<file path="src/rtl/esc_pwm_gen.sv">
`default_nettype none
// ============================================================================
// Module   : esc_pwm_gen
// Brief    : Servo-style ESC PWM generator with arming FSM; ESC_SLEW_LIMIT_EN
//            enables per-frame slew limiting of the armed command.
// Revision : 1.0 - initial release
// ============================================================================
module esc_pwm_gen #(
    parameter int CLK_PER_US = 50,
    parameter int FRAME_US   = 20000,
    parameter int MIN_US     = 1000,
    parameter int CMD_MAX    = 1000,
    parameter int ARM_THRESH = 20,
    parameter int ARM_FRAMES = 50,
    parameter int SLEW_STEP  = 10
) (
    input  logic        clk,
    input  logic        rst_n,
    input  logic [12:0] cmd,
    input  logic        arm_req,
    output logic        pwm_out,
    output logic        armed,
    output logic        frame_tick,
    output logic [12:0] latched_cmd
);

    localparam int c_PRE_W = (CLK_PER_US > 1) ? $clog2(CLK_PER_US) : 1;
    localparam int c_US_W  = (FRAME_US > 1) ? $clog2(FRAME_US) : 1;
    localparam int c_CNT_W = $clog2(ARM_FRAMES + 1);

    localparam logic [c_PRE_W-1:0] c_PRE_LAST   = c_PRE_W'(CLK_PER_US - 1);
    localparam logic [c_US_W-1:0]  c_US_LAST    = c_US_W'(FRAME_US - 1);
    localparam logic [12:0]        c_CMD_MAX    = 13'(CMD_MAX);
    localparam logic [12:0]        c_ARM_THRESH = 13'(ARM_THRESH);
    localparam logic [12:0]        c_SLEW       = 13'(SLEW_STEP);
    localparam logic [15:0]        c_MIN_US     = 16'(MIN_US);
    localparam logic [c_CNT_W-1:0] c_ARM_FRAMES = c_CNT_W'(ARM_FRAMES);

`ifdef ESC_SLEW_LIMIT_EN
    localparam bit c_SLEW_EN = 1'b1;
`else
    localparam bit c_SLEW_EN = 1'b0;
`endif

    typedef enum logic [1:0] {
        ST_DISARMED = 2'd0,
        ST_ARMING   = 2'd1,
        ST_ARMED    = 2'd2
    } state_t;

    state_t              r_state;
    state_t              w_state_next;
    logic [c_CNT_W-1:0]  r_arm_cnt;
    logic [c_CNT_W-1:0]  w_cnt_next;
    logic [c_PRE_W-1:0]  r_pre;
    logic [c_US_W-1:0]   r_us;
    logic [12:0]         r_latched;
    logic [12:0]         w_latched_next;
    logic [15:0]         r_width;
    logic [15:0]         w_width_next;
    logic                r_pwm;
    logic                r_tick;
    logic                w_frame_edge;
    logic [12:0]         w_clamped;
    logic                w_idle;

    // Counters sit at zero out of reset, so the first released edge starts a frame.
    assign w_frame_edge = (r_pre == '0) && (r_us == '0);
    assign w_clamped    = (cmd > c_CMD_MAX) ? c_CMD_MAX : cmd;
    assign w_idle       = (w_clamped <= c_ARM_THRESH);

    always_ff @(posedge clk) begin
        if (!rst_n) begin
            r_state   <= ST_DISARMED;
            r_arm_cnt <= '0;
        end else begin
            r_state   <= w_state_next;
            r_arm_cnt <= w_cnt_next;
        end
    end

    always_comb begin
        w_state_next = r_state;
        w_cnt_next   = r_arm_cnt;
        if (w_frame_edge) begin
            case (r_state)
                ST_DISARMED: begin
                    if (arm_req && w_idle) begin
                        w_cnt_next   = c_CNT_W'(1);
                        w_state_next = (ARM_FRAMES <= 1) ? ST_ARMED : ST_ARMING;
                    end
                end
                ST_ARMING: begin
                    if (!arm_req || !w_idle) begin
                        w_state_next = ST_DISARMED;
                        w_cnt_next   = '0;
                    end else begin
                        w_cnt_next = r_arm_cnt + 1'b1;
                        if (w_cnt_next >= c_ARM_FRAMES) begin
                            w_state_next = ST_ARMED;
                        end
                    end
                end
                ST_ARMED: begin
                    if (!arm_req) begin
                        w_state_next = ST_DISARMED;
                        w_cnt_next   = '0;
                    end
                end
                default: begin
                    w_state_next = ST_DISARMED;
                    w_cnt_next   = '0;
                end
            endcase
        end
    end

    // Command follows the new state; leaving ARMED always drops straight to zero.
    always_comb begin
        w_latched_next = 13'd0;
        if (w_state_next == ST_ARMED) begin
            if (!c_SLEW_EN) begin
                w_latched_next = w_clamped;
            end else if (w_clamped > r_latched) begin
                w_latched_next = ((w_clamped - r_latched) > c_SLEW) ? (r_latched + c_SLEW) : w_clamped;
            end else begin
                w_latched_next = ((r_latched - w_clamped) > c_SLEW) ? (r_latched - c_SLEW) : w_clamped;
            end
        end
        w_width_next = c_MIN_US + 16'(w_latched_next);
    end

    always_ff @(posedge clk) begin
        if (!rst_n) begin
            r_pre     <= '0;
            r_us      <= '0;
            r_latched <= '0;
            r_width   <= '0;
            r_pwm     <= 1'b0;
            r_tick    <= 1'b0;
        end else begin
            if (r_pre == c_PRE_LAST) begin
                r_pre <= '0;
                r_us  <= (r_us == c_US_LAST) ? '0 : r_us + 1'b1;
            end else begin
                r_pre <= r_pre + 1'b1;
            end
            r_tick <= w_frame_edge;
            // High while the elapsed whole microseconds are below the width.
            if (w_frame_edge) begin
                r_latched <= w_latched_next;
                r_width   <= w_width_next;
                r_pwm     <= (w_width_next != 16'd0);
            end else begin
                r_pwm <= (16'(r_us) < r_width);
            end
        end
    end

    assign pwm_out     = r_pwm;
    assign armed       = (r_state == ST_ARMED);
    assign frame_tick  = r_tick;
    assign latched_cmd = r_latched;

endmodule
`default_nettype wire

</file>
<file path="config.mk">
export PLATFORM = sky130hd
export DESIGN_NAME = esc_pwm_gen
export DESIGN_NICKNAME = d
export VERILOG_FILES = /design/src/rtl/esc_pwm_gen.sv
export SDC_FILE = /design/constraint.sdc
export NUM_CORES = 1
export LEC_CHECK = 0
export BUFFER_PORTS_ARGS = -buffer_cell sky130_fd_sc_hd__buf_2
export CORE_MARGIN = 2
export CORE_UTILIZATION = 63
export CTS_CLUSTER_SIZE = 24
export DETAILED_ROUTE_END_ITERATION = 8
export PLACE_DENSITY = 0.83
export REMOVE_ABC_BUFFERS = 1
export SLEW_MARGIN = 0
export SYNTH_ARGS = -nofsm -noshare
export SYNTH_HDL_FRONTEND = slang
export SYNTH_SLANG_ARGS = --single-unit
</file>
<file path="constraint.sdc">
create_clock -name clk -period 7 [get_ports clk]
set_clock_uncertainty 0.2 [all_clocks]
set_input_delay 0.35 -clock clk [delete_from_list [all_inputs] [get_ports clk]]
set_output_delay 0.35 -clock clk [all_outputs]
set_load 0.005 [all_outputs]
</file>
==> results.json <==
{
  "grtUsageMet3": 0.0556,
  "drt_iter0_drc": 244,
  "cts_resized": 0,
  "core_um2": 4720,
  "ctsHoldBuffers": 0,
  "synth_enable_flop_cells": 0,
  "die-area_um2": 5470,
  "placed_area_um2": 3260,
  "areaGrowthSynthToFinish_pct": 9.57,
  "timing.fmax_ghz": 0.292,
  "rsz0062_at_grt": "false",
  "cts_setup_buffers": 0,
  "grt_use_met2": 0.460,
  "synth_seq_area_share": 0.357,
  "final_common_cell": "dfxtp_1",
  "vias": 2654,
  "wire_per_inst_um": 15.5,
  "avgViaCountPerCell": 5.88,
  "final_cell_mix": "55 x dfxtp_1, 31 x buf_2, 28 x nor2_1",
  "syn-cell-area_um2": 3080,
  "rows": 25,
  "rrSetupSlack_ns": 3.58,
  "min_from": "cmd[1]",
  "antenna_found_initial": 0,
  "post-place-ws_ns": 3.61,
  "top_usage_layer": "met2",
  "hold_class": "in -> reg",
  "antenna_cells": 0,
  "synth.distinct_cells": 50,
  "required_ns": 7.03,
  "cts_made_buffers": 5,
  "irDropWorstVdd_mv": 0.118,
  "worstHoldEndpoint": "latched_cmd[1]",
  "cts_max_level": 2,
  "slowest_delay_ns": 0.45,
  "ant_nets": 0,
  "synth_warnings": 0,
  "tns_ns": 0,
  "root_buffer": "clkbuf_8",
  "cpMaxStageDelayCell": "o31ai_4",
  "place.gp.congestion": 0.964,
  "cp-start-kind": "flop",
  "power.density_nw_per_um2": 190,
  "grt_overflow": 0,
  "tritoncts": "done",
  "rr_worst_depth": 11,
  "grt_usage": 0.274,
  "dpl.hpwl_um": 5100,
  "dr.pass1.iters": 5,
  "r2r_end": "r_width[9]",
  "synth.largest_area_cell": "dfxtp_1",
  "timing.final.crit_share": 0.489,
  "avgSynthCellArea_um2": 8.62,
  "io-pin-count": 32,
  "clockBufferDepth": 2,
  "arrival_ns": 3.45,
  "insertion_delay_ns": 0.31,
  "cap_viol_max_count": 0,
  "cp_max_fo": 6,
  "layout-drive-gt1-share": 0.130,
  "grt_max_degree": 39,
  "clk_pin_slew_ns": 0.10,
  "grt_use_met1": 0.362,
  "io_buffers": 31,
  "synth_area_leaders": "dfxtp_1 36%, ha_1 8.5%, and3_1 3.4%, nor2_1 3.4%, xnor2_1 3.4%",
  "grt_pass1_wl_um": 11700,
  "synthArstFlopShare": 0,
  "initial_core_util": 0.653,
  "status": "complete, no violations",
  "worstMarginPinSlew_ns": 0.954,
  "synthCells": 358,
  "period_needed_ns": 3.42,
  "slew_headroom": 0.364,
  "critical_path_class": "reg -> reg",
  "grt_pass1_vias": 2590,
  "crit_chain": "nor4_4, nand4_2, o31ai_4, o31ai_4, and4_1, ha_1, or3_1, nor3_1, xor2_1, nor2_1, o31ai_1",
  "synth_ff_type": "dfxtp_1",
  "cts.sinks": 55,
  "crit_start": "r_us[12]",
  "routed_wl_um": 6980,
  "drcViolationCount": 0,
  "synth_top_cell_area_share": 0.357,
  "hold_path_depth": 2,
  "die_w_um": 74.0,
  "finalNetCount": 420,
  "synth-seq-cells": 55,
  "slew_viol_final": 0,
  "worstSetupEndpointType": "flop",
  "reg2reg_from": "r_us[12]",
  "hold_ws_ns": 0.0993,
  "setup_violations": 0,
  "p_leak_nw": 1.41,
  "worst_path_most_repeated_cell": "o31ai_4",
  "final_area_um2": 3380,
  "fin_ws_ns": 3.58,
  "hold_viol_final": 0,
  "fp.dieH_um": 74.0
}
per-layer routing:
layer	vias up	wire, µm
met5	-	0
met4	0	88
met3	14	411
met2	97	3290
met1	1213	3190
li1	1330	-
critical path, delay by kind of cell (launching register included):
family                   cells  cell delay, ns
AND/OR/NAND/NOR              6            1.54
AO/OA/AOI/OAI                3            0.81
adder cells (fa/ha/maj)      1            0.22
XOR/XNOR                     1            0.20
flip-flops                   1            0.37
layout make-up:
class,count,area [µm²]
fill,382,1340
inverter,24,90.1
clock buffer,6,82.6
clock inverter,2,35.0
timing repair buffer,31,155
multi-input combinational,266,1830
sequential,55,1100
tap,67,83.8
report_power, final:
part	internal, mW	total (mW)	switching [mW]
Sequential	0.325	0.331	0.00632
Combinational	0.0339	0.0894	0.0555
Clock	0.116	0.222	0.106
Total	0.475	0.642	0.168
how the worst max path moves through the flow:
stage,end,slack [ns],cells after the start
final,r_width[9],3.58,11
after detailed placement,r_width[9],3.61,11
after floorplan,r_width[9],3.91,11
after global placement,r_width[9],3.76,12
after CTS,r_width[9],3.61,11
after global routing,r_width[9],3.27,12
Yosys cell counts, types with 3 or more instances:
library cell	count
dfxtp_1	55
nor2_1	28
nand2_1	27
inv_1	24
ha_1	21
o21ai_0	19
and3_1	17
nand3_1	17
a21oi_1	15
nor3_1	12
xnor2_1	12
clkbuf_1	9
xor2_1	9
a21boi_0	8
nand4_1	8
or3_1	6
and2_1	5
nor2b_1	5
o21a_1	5
a22o_1	4
nor4_1	4
nor4_4	4
a21boi_1	3
and4_1	3
buf_4	3
o211ai_1	3
or4_1	3
per-stage QoR:
stage                      util  power [mW]  std cells
after CTS                 0.715       0.644        451
final                     0.715       0.642        451
after global placement    0.691       0.424        443
after detailed placement  0.691       0.426        443
after global routing      0.715       0.667        451
after floorplan               -       0.392        345
flip-flops by register name, summed over array words and instances (netlist names):
name / cells
r_arm_cnt: 6
frame_tick: 1
r_state: 2
r_width: 11
r_pre: 6
r_us: 15
pwm_out: 1
latched_cmd: 13
cells by family (layout without fill, tap and decap cells):
group | after synthesis | in the layout | synth area share
AND/OR/NAND/NOR | 150 | 150 | 0.281
AO/OA/AOI/OAI | 74 | 74 | 0.168
flip-flops | 55 | 55 | 0.357
buffers and inverters | 37 | 63 | 0.0491
adder cells (fa/ha/maj) | 21 | 21 | 0.0852
XOR/XNOR | 21 | 21 | 0.0596
(Power assumes the default switching activity.)
